==> config.mk <==
export PLATFORM = sky130hd
export DESIGN_NAME = crypto_exec_sequencer
export DESIGN_NICKNAME = d
export VERILOG_FILES = /design/src/rtl/crypto_exec_sequencer_pkg.sv /design/src/rtl/crypto_exec_sequencer_alu16.sv /design/src/rtl/crypto_exec_sequencer.sv
export SDC_FILE = /design/constraint.sdc
export NUM_CORES = 1
export LEC_CHECK = 0
export BUFFER_PORTS_ARGS = -buffer_cell sky130_fd_sc_hd__buf_4
export CAP_MARGIN = 20
export CORE_MARGIN = 2
export CORE_UTILIZATION = 55
export CTS_CLUSTER_DIAMETER = 120
export DETAILED_ROUTE_END_ITERATION = 12
export PLACE_DENSITY_LB_ADDON = 0.08
export SKIP_CTS_REPAIR_TIMING = 1
export SYNTH_ARGS = -nofsm -noshare
export SYNTH_HDL_FRONTEND = slang
export SYNTH_SLANG_ARGS = --single-unit
==> constraint.sdc <==
create_clock -name clk -period 3.8 [get_ports clk]
set_input_delay 0.76 -clock clk [delete_from_list [all_inputs] [get_ports clk]]
set_output_delay 0.76 -clock clk [all_outputs]
set_load 0.03 [all_outputs]
==> src/rtl/crypto_exec_sequencer_pkg.sv <==
// ============================================================================
// crypto_pkg
// Shared definitions for the 16-bit crypto execute path: opcode encodings
// (also used by the instruction decoder) and the sequencer state encoding.
// Revision: 1.0 - initial release
// ============================================================================
`default_nettype none

package crypto_pkg;

  localparam logic [2:0] OP_XOR  = 3'b000;  // A ^ B
  localparam logic [2:0] OP_ADD  = 3'b001;  // A + B (mod 2^16)
  localparam logic [2:0] OP_SUB  = 3'b010;  // A - B (mod 2^16)
  localparam logic [2:0] OP_ROTL = 3'b011;  // A rotl imm
  localparam logic [2:0] OP_ROTR = 3'b100;  // A rotr imm
  localparam logic [2:0] OP_AND  = 3'b101;  // A & B
  localparam logic [2:0] OP_OR   = 3'b110;  // A | B
  localparam logic [2:0] OP_XROT = 3'b111;  // A ^ (B rotl imm)

  typedef enum logic [2:0] {
    ST_IDLE  = 3'd0,
    ST_RD_A  = 3'd1,
    ST_RD_B  = 3'd2,
    ST_CAP_B = 3'd3,
    ST_WB    = 3'd4
  } state_t;

endpackage

`default_nettype wire

==> src/rtl/crypto_exec_sequencer_alu16.sv <==
// ============================================================================
// crypto_alu16
// Purely combinational two-operand function unit for the crypto datapath.
// Ports:
//   i_a, i_b   operands A and B
//   i_imm      rotate amount (0..15)
//   i_opcode   operation select (see crypto_pkg OP_*)
//   o_y        result, modulo 2^DW, no flags
// Revision: 1.0 - initial release
// ============================================================================
`default_nettype none

module crypto_alu16
  import crypto_pkg::*;
#(
  parameter int DW = 16
) (
  input  logic [DW-1:0] i_a,
  input  logic [DW-1:0] i_b,
  input  logic [3:0]    i_imm,
  input  logic [2:0]    i_opcode,
  output logic [DW-1:0] o_y
);

  // Rotates are done on a doubled copy of the operand so a shift of zero
  // naturally passes the value through unchanged.
  function automatic logic [DW-1:0] rotl(input logic [DW-1:0] v, input logic [3:0] n);
    logic [2*DW-1:0] w;
    w = {v, v} << n;
    return w[2*DW-1:DW];
  endfunction

  function automatic logic [DW-1:0] rotr(input logic [DW-1:0] v, input logic [3:0] n);
    logic [2*DW-1:0] w;
    w = {v, v} >> n;
    return w[DW-1:0];
  endfunction

  always_comb begin
    o_y = '0;
    case (i_opcode)
      OP_XOR:  o_y = i_a ^ i_b;
      OP_ADD:  o_y = i_a + i_b;
      OP_SUB:  o_y = i_a - i_b;
      OP_ROTL: o_y = rotl(i_a, i_imm);
      OP_ROTR: o_y = rotr(i_a, i_imm);
      OP_AND:  o_y = i_a & i_b;
      OP_OR:   o_y = i_a | i_b;
      OP_XROT: o_y = i_a ^ rotl(i_b, i_imm);
      default: o_y = '0;
    endcase
  end

endmodule

`default_nettype wire

==> src/rtl/crypto_exec_sequencer.sv <==
// ============================================================================
// crypto_exec_sequencer
// Single-issue execute sequencer: fetches two source registers through the
// bank's single synchronous read port, computes f(A, B, imm) and writes the
// result back through the bank's write port. One operation per 5 cycles.
// Ports:
//   clk, rst_n            clock, asynchronous active-low reset
//   start                 request, accepted only when idle
//   opcode/src_a/src_b/dst/imm  operation fields, sampled on accept
//   address_1, reg_data_1 bank read address / read data (1-edge latency)
//   address, data         bank write address / data
//   read_write_reg_bank   0 = read, 1 = write (high only in WB)
//   busy                  high from the cycle after accept through WB
//   done                  one-cycle pulse after writeback
//   result                last written value
// Revision: 1.0 - initial release
// ============================================================================
`default_nettype none

module crypto_exec_sequencer
  import crypto_pkg::*;
#(
  parameter int DW = 16,
  parameter int AW = 3
) (
  input  logic          clk,
  input  logic          rst_n,
  input  logic          start,
  input  logic [2:0]    opcode,
  input  logic [AW-1:0] src_a,
  input  logic [AW-1:0] src_b,
  input  logic [AW-1:0] dst,
  input  logic [3:0]    imm,
  output logic [AW-1:0] address_1,
  input  logic [DW-1:0] reg_data_1,
  output logic [AW-1:0] address,
  output logic [DW-1:0] data,
  output logic          read_write_reg_bank,
  output logic          busy,
  output logic          done,
  output logic [DW-1:0] result
);

  state_t        r_state;
  logic [2:0]    r_opcode;
  logic [AW-1:0] r_src_b;
  logic [AW-1:0] r_dst;
  logic [3:0]    r_imm;
  logic [DW-1:0] r_op_a;
  logic [DW-1:0] r_result_q;
  logic [DW-1:0] w_alu_y;

  // B is consumed straight off the bank read port during CAP_B.
  crypto_alu16 #(.DW(DW)) u_alu (
    .i_a      (r_op_a),
    .i_b      (reg_data_1),
    .i_imm    (r_imm),
    .i_opcode (r_opcode),
    .o_y      (w_alu_y)
  );

  // All bank-facing outputs are registered; each is loaded on the edge that
  // enters the state in which it must be valid. The async reset clears the
  // write strobe immediately so an interrupted operation never writes.
  always_ff @(posedge clk or negedge rst_n) begin
    if (!rst_n) begin
      r_state             <= ST_IDLE;
      r_opcode            <= '0;
      r_src_b             <= '0;
      r_dst               <= '0;
      r_imm               <= '0;
      r_op_a              <= '0;
      r_result_q          <= '0;
      address_1           <= '0;
      address             <= '0;
      data                <= '0;
      read_write_reg_bank <= 1'b0;
      busy                <= 1'b0;
      done                <= 1'b0;
      result              <= '0;
    end else begin
      case (r_state)
        ST_IDLE: begin
          done <= 1'b0;
          if (start) begin
            r_opcode  <= opcode;
            r_src_b   <= src_b;
            r_dst     <= dst;
            r_imm     <= imm;
            address_1 <= src_a;
            busy      <= 1'b1;
            r_state   <= ST_RD_A;
          end
        end
        ST_RD_A: begin
          address_1 <= r_src_b;
          r_state   <= ST_RD_B;
        end
        ST_RD_B: begin
          r_op_a  <= reg_data_1;
          r_state <= ST_CAP_B;
        end
        ST_CAP_B: begin
          r_result_q          <= w_alu_y;
          data                <= w_alu_y;
          address             <= r_dst;
          read_write_reg_bank <= 1'b1;
          r_state             <= ST_WB;
        end
        ST_WB: begin
          read_write_reg_bank <= 1'b0;
          busy                <= 1'b0;
          done                <= 1'b1;
          result              <= r_result_q;
          r_state             <= ST_IDLE;
        end
        default: begin
          read_write_reg_bank <= 1'b0;
          busy                <= 1'b0;
          r_state             <= ST_IDLE;
        end
      endcase
    end
  end

endmodule

`default_nettype wire
# --- After elaboration in Yosys (flattened, before gate mapping) ---
# Index checks and enable logic that the tools add are counted.
totals:
  ff_bits: 73
  latchBits: 0
  mem_bits_rw: 0
  mem_bits_ro: 0
  in_bits: 35
  out_inout_bits: 41
  elab_cells: 53
  n_memories: 0
op_classes:
  add_sub_neg: 2
  multipliers: 0
  div_mod_pow: 0
  magnitude_cmp: 0
  eq_ne: 12
  shifts: 3
  mux: 9
  bitwise_logic: 5
  reduce_logical: 9
ops:
  columns: ["op", "count"]
  rows:
  - ["16-bit case mux with 8 select lines", 1]
  - ["32-bit by 4-bit << shifter with 32-bit output", 2]
  - ["32-bit by 4-bit >> shifter with 16-bit output", 1]
  - ["16-bit bitwise XOR", 2]
  - ["16-bit adder", 1]
  - ["16-bit AND", 1]
  - ["16-bit bitwise OR", 1]
  - ["16-bit subtractor", 1]
  - ["3-bit equality test (second input constant)", 5]
  - ["3-bit by 2-bit equality test with 1-bit output (second input constant)", 4]
  - ["3-bit case mux with 4 select lines", 1]
  - ["3-bit by 1-bit equality test with 1-bit output (second input constant)", 2]
  - ["3-bit logical NOT", 2]
  - ["3-bit two-way mux", 2]
  - ["1-bit case mux with 2 select lines", 3]
  - ["3-bit case mux with 2 select lines", 1]
  - ["2-bit AND reduction", 3]
  - ["3-bit OR reduction", 2]
  - ["2-bit nonzero test", 2]
  - ["2-bit != test (second input constant)", 1]
  - ["1-bit two-way mux", 1]
  - ["1-bit inverter", 1]

# --- Longest topological paths before layout ---
# Gate-level depths: netlist of run 1.
depth:
  ltp_word: 4
  mapped_depth: 16
  ltp_nobuf: 14

# --- Hierarchy ---
# Synthesis of run 1 repeated with hierarchy kept, for this count alone.
hier_totals:
  cells_unflattened: 824
  hier_area_um2: 7855.0
by_module_without_submodules:
  columns: ["module", "instances", "cells_each", "area_per_inst_um2", "seq_area_each_um2"]
  rows:
  - ["crypto_alu16", 1, 623, 5028.6, 0.0]
  - ["crypto_exec_sequencer", 1, 201, 2826.5, 1826.8]

# --- Least setup slack after synthesis of run 1 ---
# No wires, ideal clock.
synth_path:
  path_kind: "input port to flip-flop"
  from: "input port reg_data_1[1]"
  to: "register r_result_q[15]"
  setup_ps: 129
  t_arrival_ps: 3161
  t_required_ps: 3671
  path_slack_ps: 510
  path_stages: 15
  n_path_buf: 1
  cell_sequence: "clkbuf_1 > inv_1 > ha_1 > nand3_1 > nor2_1 > a31oi_1 > xnor2_1 > ha_1 > a21o_1 > a211o_1 > o22ai_1 > a21oi_1 > xnor2_1 > a211oi_1 > nor3_2"
synth_between:
  elab_chain_cells: 3
  elab_cells_between_ends: 5
  classes_between: "add/sub (2); shift (1); mux (1); bitwise (1)"
synth_lines:
  columns: ["element", "line_no", "text"]
  rows:
  - ["start: declaration", "crypto_exec_sequencer.sv:35", "input logic [DW-1:0] reg_data_1,"]
  - ["branches (longest 2 deep; another with 16-bit subtractor)", null, null]
  - ["16-bit case mux with 8 select lines *", "crypto_exec_sequencer_alu16.sv:41", "case (i_opcode)"]
  - ["end signal: assignment", "crypto_exec_sequencer.sv:104", "r_result_q <= w_alu_y;"]
  - ["end: declaration", "crypto_exec_sequencer.sv:50", "logic [DW-1:0] r_result_q;"]
# Every way passes the cells marked *.
# A chain may end at the register's enable or synchronous reset.

# --- Worst setup path after layout of run 1 ---
layout_path:
  from: "input port reg_data_1[1]"
  to: "register r_result_q[13]"
# The elaborated chain is that of the path after synthesis.

==> results of run 1 <==
==> through the flow <==
| step | cell area [um^2] | utilization | setup slack, ns | std cells |
|---|---|---|---|---|
| after floorplan | 7670 | - | 0.510 | 889 |
| after global placement | 8240 | 0.598 | 0.228 | 1080 |
| after detailed placement | 8240 | 0.598 | 0.232 | 1080 |
| after CTS | 8530 | 0.619 | 0.580 | 1096 |
| after global routing | 8540 | 0.620 | 0.242 | 1097 |
| final | 8540 | 0.620 | 0.509 | 1097 |
==> per-layer routing <==
metal  share of wire  vias up
met2            0.44      530
met1            0.38     3644
met4           0.061        0
li1                -     3356
met5               0        -
met3            0.11      119
==> synthesized netlist by cell type (5+ instances only) <==
cell type,instances,area [um^2]
mux2_1,9,101
mux2_2,58,653
mux4_2,27,608
a211oi_1,12,90.1
o21ai_0,62,310
o21ai_1,10,50.1
a31oi_1,9,56.3
nor3_1,11,55.1
a22oi_1,5,37.5
xnor2_1,30,263
buf_4,6,45.0
buf_2,14,70.1
mux2i_1,57,571
a21oi_1,78,390
a221oi_1,14,123
dfrtp_1,73,1830
clkbuf_1,53,199
o22ai_1,20,125
nand3_1,11,55.1
buf_6,9,101
o211ai_1,11,82.6
ha_1,18,225
nor2_1,62,233
a21o_1,6,45.0
nand2b_1,13,81.3
buf_1,7,26.3
inv_1,24,90.1
nand2_1,82,308
or3_1,7,43.8
xor2_1,12,105
==> registers in the layout (all words and copies together) (netlist names) <==
signal and count:
r_op_a 16, r_result_q 16, result 16, r_imm 4, address 3, address_1 3, r_dst 3, r_opcode 3
r_src_b 3, r_state 3, busy 1, done 1, read_write_reg_bank 1
==> final cells by class <==
class,count,area share
inverters,27,0.0119
clock inverters,7,0.00747
multi-input cells,700,0.623
well taps,180,0.0264
repair buffers,101,0.0907
flip-flops and latches,73,0.214
clock buffers,9,0.0264
==> kinds of logic after synthesis <==
logic type               Yosys count
AO/OA/AOI/OAI                    272
XOR/XNOR                          42
adder cells (fa/ha/maj)           21
buffers and inverters            116
flip-flops                        73
multiplexers                     153
AND/OR/NAND/NOR                  212
==> worst paths after layout <==
check | slack [ns] | to | start | cells after the start
max | 0.51 | r_result_q[13] | reg_data_1[1] | 15
min | 0.48 | address[1] | r_dst[1] | 2
max reg2reg | 0.71 | r_result_q[3] | r_opcode[1] | 12
min reg2reg | 0.48 | address[1] | r_dst[1] | 2
max in group asynchronous | 2.57 | r_result_q[3] | rst_n | 1
min in group asynchronous | 0.55 | r_op_a[15] | rst_n | 1
==> worst max-delay path, cell delays in order <==
cell and delay [ns]:
buf_4 0.16, inv_1 0.09, ha_1 0.18, nand3_1 0.10
nor2_1 0.26, a41oi_1 0.18, xnor2_1 0.16, ha_1 0.41
a21oi_1 0.11, o21ai_0 0.22, o22ai_1 0.12, a21oi_1 0.18
xor2_1 0.29, a21oi_1 0.12, a41oi_1 0.21
==> results_dict.tcl, run 1 <==
set metrics [dict create \
    synthFlopType "dfrtp_1" \
    drt_first_iter_violations 1218 \
    synthAdderAreaFrac 0.0346 \
    totalWireLength_um 27800 \
    cts_sinks 73 \
    tightest_slew_ns 1.10 \
    start_util 0.557 \
    synth_area_um2 7670 \
    min_period_ns 3.29 \
    hpwlAfterDp_um 20400 \
    syn-num-nets 943 \
    wire_per_inst_um 25.4 \
    critPathKind "in2reg" \
    die_h_um 122 \
    antenna_found_initial 0 \
    synthSimpleGateAreaFrac 0.128 \
    htree_num_levels 3 \
    crit_path_end_kind "flop" \
    synth_compound_gate_area_share 0.224 \
    drive_gt1_frac 0.238 \
    met1_usage 0.502 \
    root_buffer "clkbuf_16" \
    drc 0 \
    grt_util_all_layers 0.381 \
    overflow 0 \
    multi_input_area_um2 5320 \
    cp_data_required_time_ns 4.06 \
    grt_first_pass_wirelength_um 42400 \
    synth_edf_count 0 \
    max-slew-margin-rel 0.264 \
    numCtsBuffers 9 \
    status "finished, final reports clean" \
    ios 76 \
    drv_cap 0 \
    holdWs_ns 0.475 \
    clk-insertion-delay-late_ns 0.36 \
    drv_slew 0 \
    grtUsageMet2 0.580 \
    async_reset_ff_frac 1.00 \
    ant_nets 0 \
    dieArea_um2 14900 \
    regArea_um2 1830 \
    n_fill_cell 1191 \
    period_share 0.866 \
    path_clk_slew_ns 0.07 \
    layout_commonest_cell "buf_4" \
    synthCells 889 \
    crit_arrival_ns 3.56 \
    synth_xor_area_frac 0.0479 \
    core-area_um2 13800 \
    cts_tree "built" \
    diodes 0 \
    synth_seq_cells 73 \
    vias 7649 \
    syn_avg_cell_area_um2 8.63 \
    die_w_um 122 \
    place_congestion 1.07 \
    top_usage_layer "met2" \
    drtPass1Iterations 5 \
    final.setup_skew_ns 0.0153 \
    cp-start-kind "primary input" \
    cts.path.max_buffers 2 \
    ys_seq_area_frac 0.238 \
    synth_top_family_by_area "multiplexers" \
    ys_warn_count 0 \
    gr-usage-met3 0.0894 \
    synthMuxAreaShare 0.257 \
    synth_cell_type_count 68 \
    fin_nets 966 \
    hold_viol 0 \
    rsz0062_at_grt "false" \
    area_delta_synth_final_pct 11.3 \
    setup_viol 0 \
    core.rowCount 43 \
    final_cell_mix "buf_4 (99), nand2_1 (82), a21oi_1 (78)" \
    vias_per_cell 6.97 \
    clock.fmax_mhz 304 \
    tns_ns 0 \
    grt_max_degree 74 \
    port_buffers 75 \
    path_max_fanout 12 \
    grt_pass1_vias 7146 \
    hp-class "reg2reg" \
]
Power of run 1 is not shown: default switching activity piles up to over one toggle a cycle in this logic, so the estimate is an artifact.
==> run 2, diff against run 1 <==
==> constraint.sdc (replaced) <==
create_clock -name clk -period 3.8 [get_ports clk]
set_input_delay 0.19 -clock clk [delete_from_list [all_inputs] [get_ports clk]]
set_output_delay 0.19 -clock clk [all_outputs]
set_load 0.03 [all_outputs]
==> results_dict.tcl, run 2 (same netlist as run 1, synthesis figures left out) <==
set metrics [dict create \
    clock.fmax_mhz 308 \
    tightest_slew_ns 0.848 \
    cp-start-kind "flop" \
    dieArea_um2 14900 \
    cts_tree "built" \
    reg2reg_slack_ns 0.56 \
    port_buffers 75 \
    r2r_cells 13 \
    fin_nets 965 \
    period_share 0.854 \
    wire_per_inst_um 26.0 \
    grt_pass1_vias 7235 \
    layout_commonest_cell "buf_4" \
    n_fill_cell 1234 \
    drv_slew 0 \
    cts.path.max_buffers 2 \
    drt_first_iter_violations 1125 \
    diodes 0 \
    hold_viol 0 \
    status "finished, final reports clean" \
    area_delta_synth_final_pct 11.4 \
    max-slew-margin-rel 0.435 \
    whs_endpoint "r_imm[2]" \
    min_period_ns 3.24 \
    setup_viol 0 \
    drtPass1Iterations 6 \
    ant_nets 0 \
    crit_arrival_ns 3.50 \
    cts_sinks 73 \
    vias_per_cell 7.06 \
    path_clk_slew_ns 0.07 \
    grt_max_degree 74 \
    drive_gt1_frac 0.236 \
    rsz0062_at_grt "false" \
    drc 0 \
    r2r-end "r_result_q[13]" \
    final_cell_mix "buf_4 (96), nand2_1 (82), a21oi_1 (78)" \
    root_buffer "clkbuf_16" \
    critPathKind "reg2reg" \
    clk-insertion-delay-late_ns 0.35 \
    ios 76 \
    path_max_fanout 38 \
    core-area_um2 13800 \
    antenna_found_initial 0 \
    grt_first_pass_wirelength_um 42900 \
    vias 7735 \
    die_h_um 122 \
    overflow 0 \
    r2r_start "r_opcode[0]" \
    final.setup_skew_ns 0.0156 \
    core.rowCount 43 \
    place_congestion 1.01 \
    htree_num_levels 3 \
    numCtsBuffers 9 \
    holdPathStages 3 \
    tns_ns 0 \
    grt_util_all_layers 0.389 \
    start_util 0.557 \
    largestRegisters "r_op_a: 16 flops, r_result_q: 16 flops, result: 16 flops" \
    hpwlAfterDp_um 20800 \
    hp-class "in2reg" \
    crit_path_end_kind "flop" \
    cp_data_required_time_ns 4.05 \
    drv_cap 0 \
    hold_start "imm[2]" \
    die_w_um 122 \
    totalWireLength_um 28500 \
]
==> run 2: cell types whose count changed in the layout (fill, tap and decap cells not counted), sizes merged <==
cell and change:
clkinv -2, inv +1, buf -2, dlygate4sd3 +1, clkinvlp +1
==> run 2: critical path: stages, from the launching register on <==
cell	delay, ns
dfrtp_1	0.38
buf_4	0.26
nor3_1	0.21
buf_4	0.21
nor2_1	0.07
xnor2_1	0.14
ha_1	0.34
o211ai_1	0.10
a21oi_1	0.31
o21ai_0	0.19
a21oi_1	0.23
xor2_1	0.33
a21oi_1	0.13
a41oi_1	0.24
==> run 2: metal layers <==
| metal | part of all wire | vias to the layer above | global-route usage |
|---|---|---|---|
| met3 | 0.11 | 141 | 0.0833 |
| met2 | 0.44 | 551 | 0.602 |
| li1 | - | 3361 | - |
| met4 | 0.065 | 0 | 0.208 |
| met5 | 0 | - | 0 |
| met1 | 0.38 | 3682 | 0.509 |
==> run 2: worst max path at each step <==
stage	start	endpoint	slack (ns)	cells after the start
after global placement	r_opcode[0]	r_result_q[13]	0.69	13
after floorplan	r_opcode[0]	r_result_q[14]	0.75	14
after global routing	r_opcode[0]	r_result_q[13]	0.38	13
after detailed placement	r_opcode[0]	r_result_q[13]	0.66	13
final	r_opcode[0]	r_result_q[13]	0.56	13
after CTS	r_opcode[0]	r_result_q[13]	0.63	13
==> run 2: area by class of cell <==
type | count | area [um^2] | share of cell area
sequential | 73 | 1830 | 0.214
timing repair buffer | 100 | 790 | 0.0924
multi-input combinational | 700 | 5310 | 0.622
tap | 180 | 225 | 0.0264
clock buffer | 9 | 225 | 0.0264
inverter | 27 | 101 | 0.0119
clock inverter | 7 | 60.1 | 0.00703
==> run 2: through the flow <==
step                cell area [um^2]  setup WS [ns]   util  instances  hold WS, ns
finish                          8540          0.556  0.620       1096       0.0430
global placement                8210          0.687  0.596       1077        0.388
detailed placement              8210          0.659  0.596       1077        0.400
floorplan                       7670          0.755      -        889       -0.106
global route                    8540          0.378  0.620       1096       0.0495
CTS                             8500          0.626  0.617       1093       0.0442
Power of run 2 is left out for the same reason.
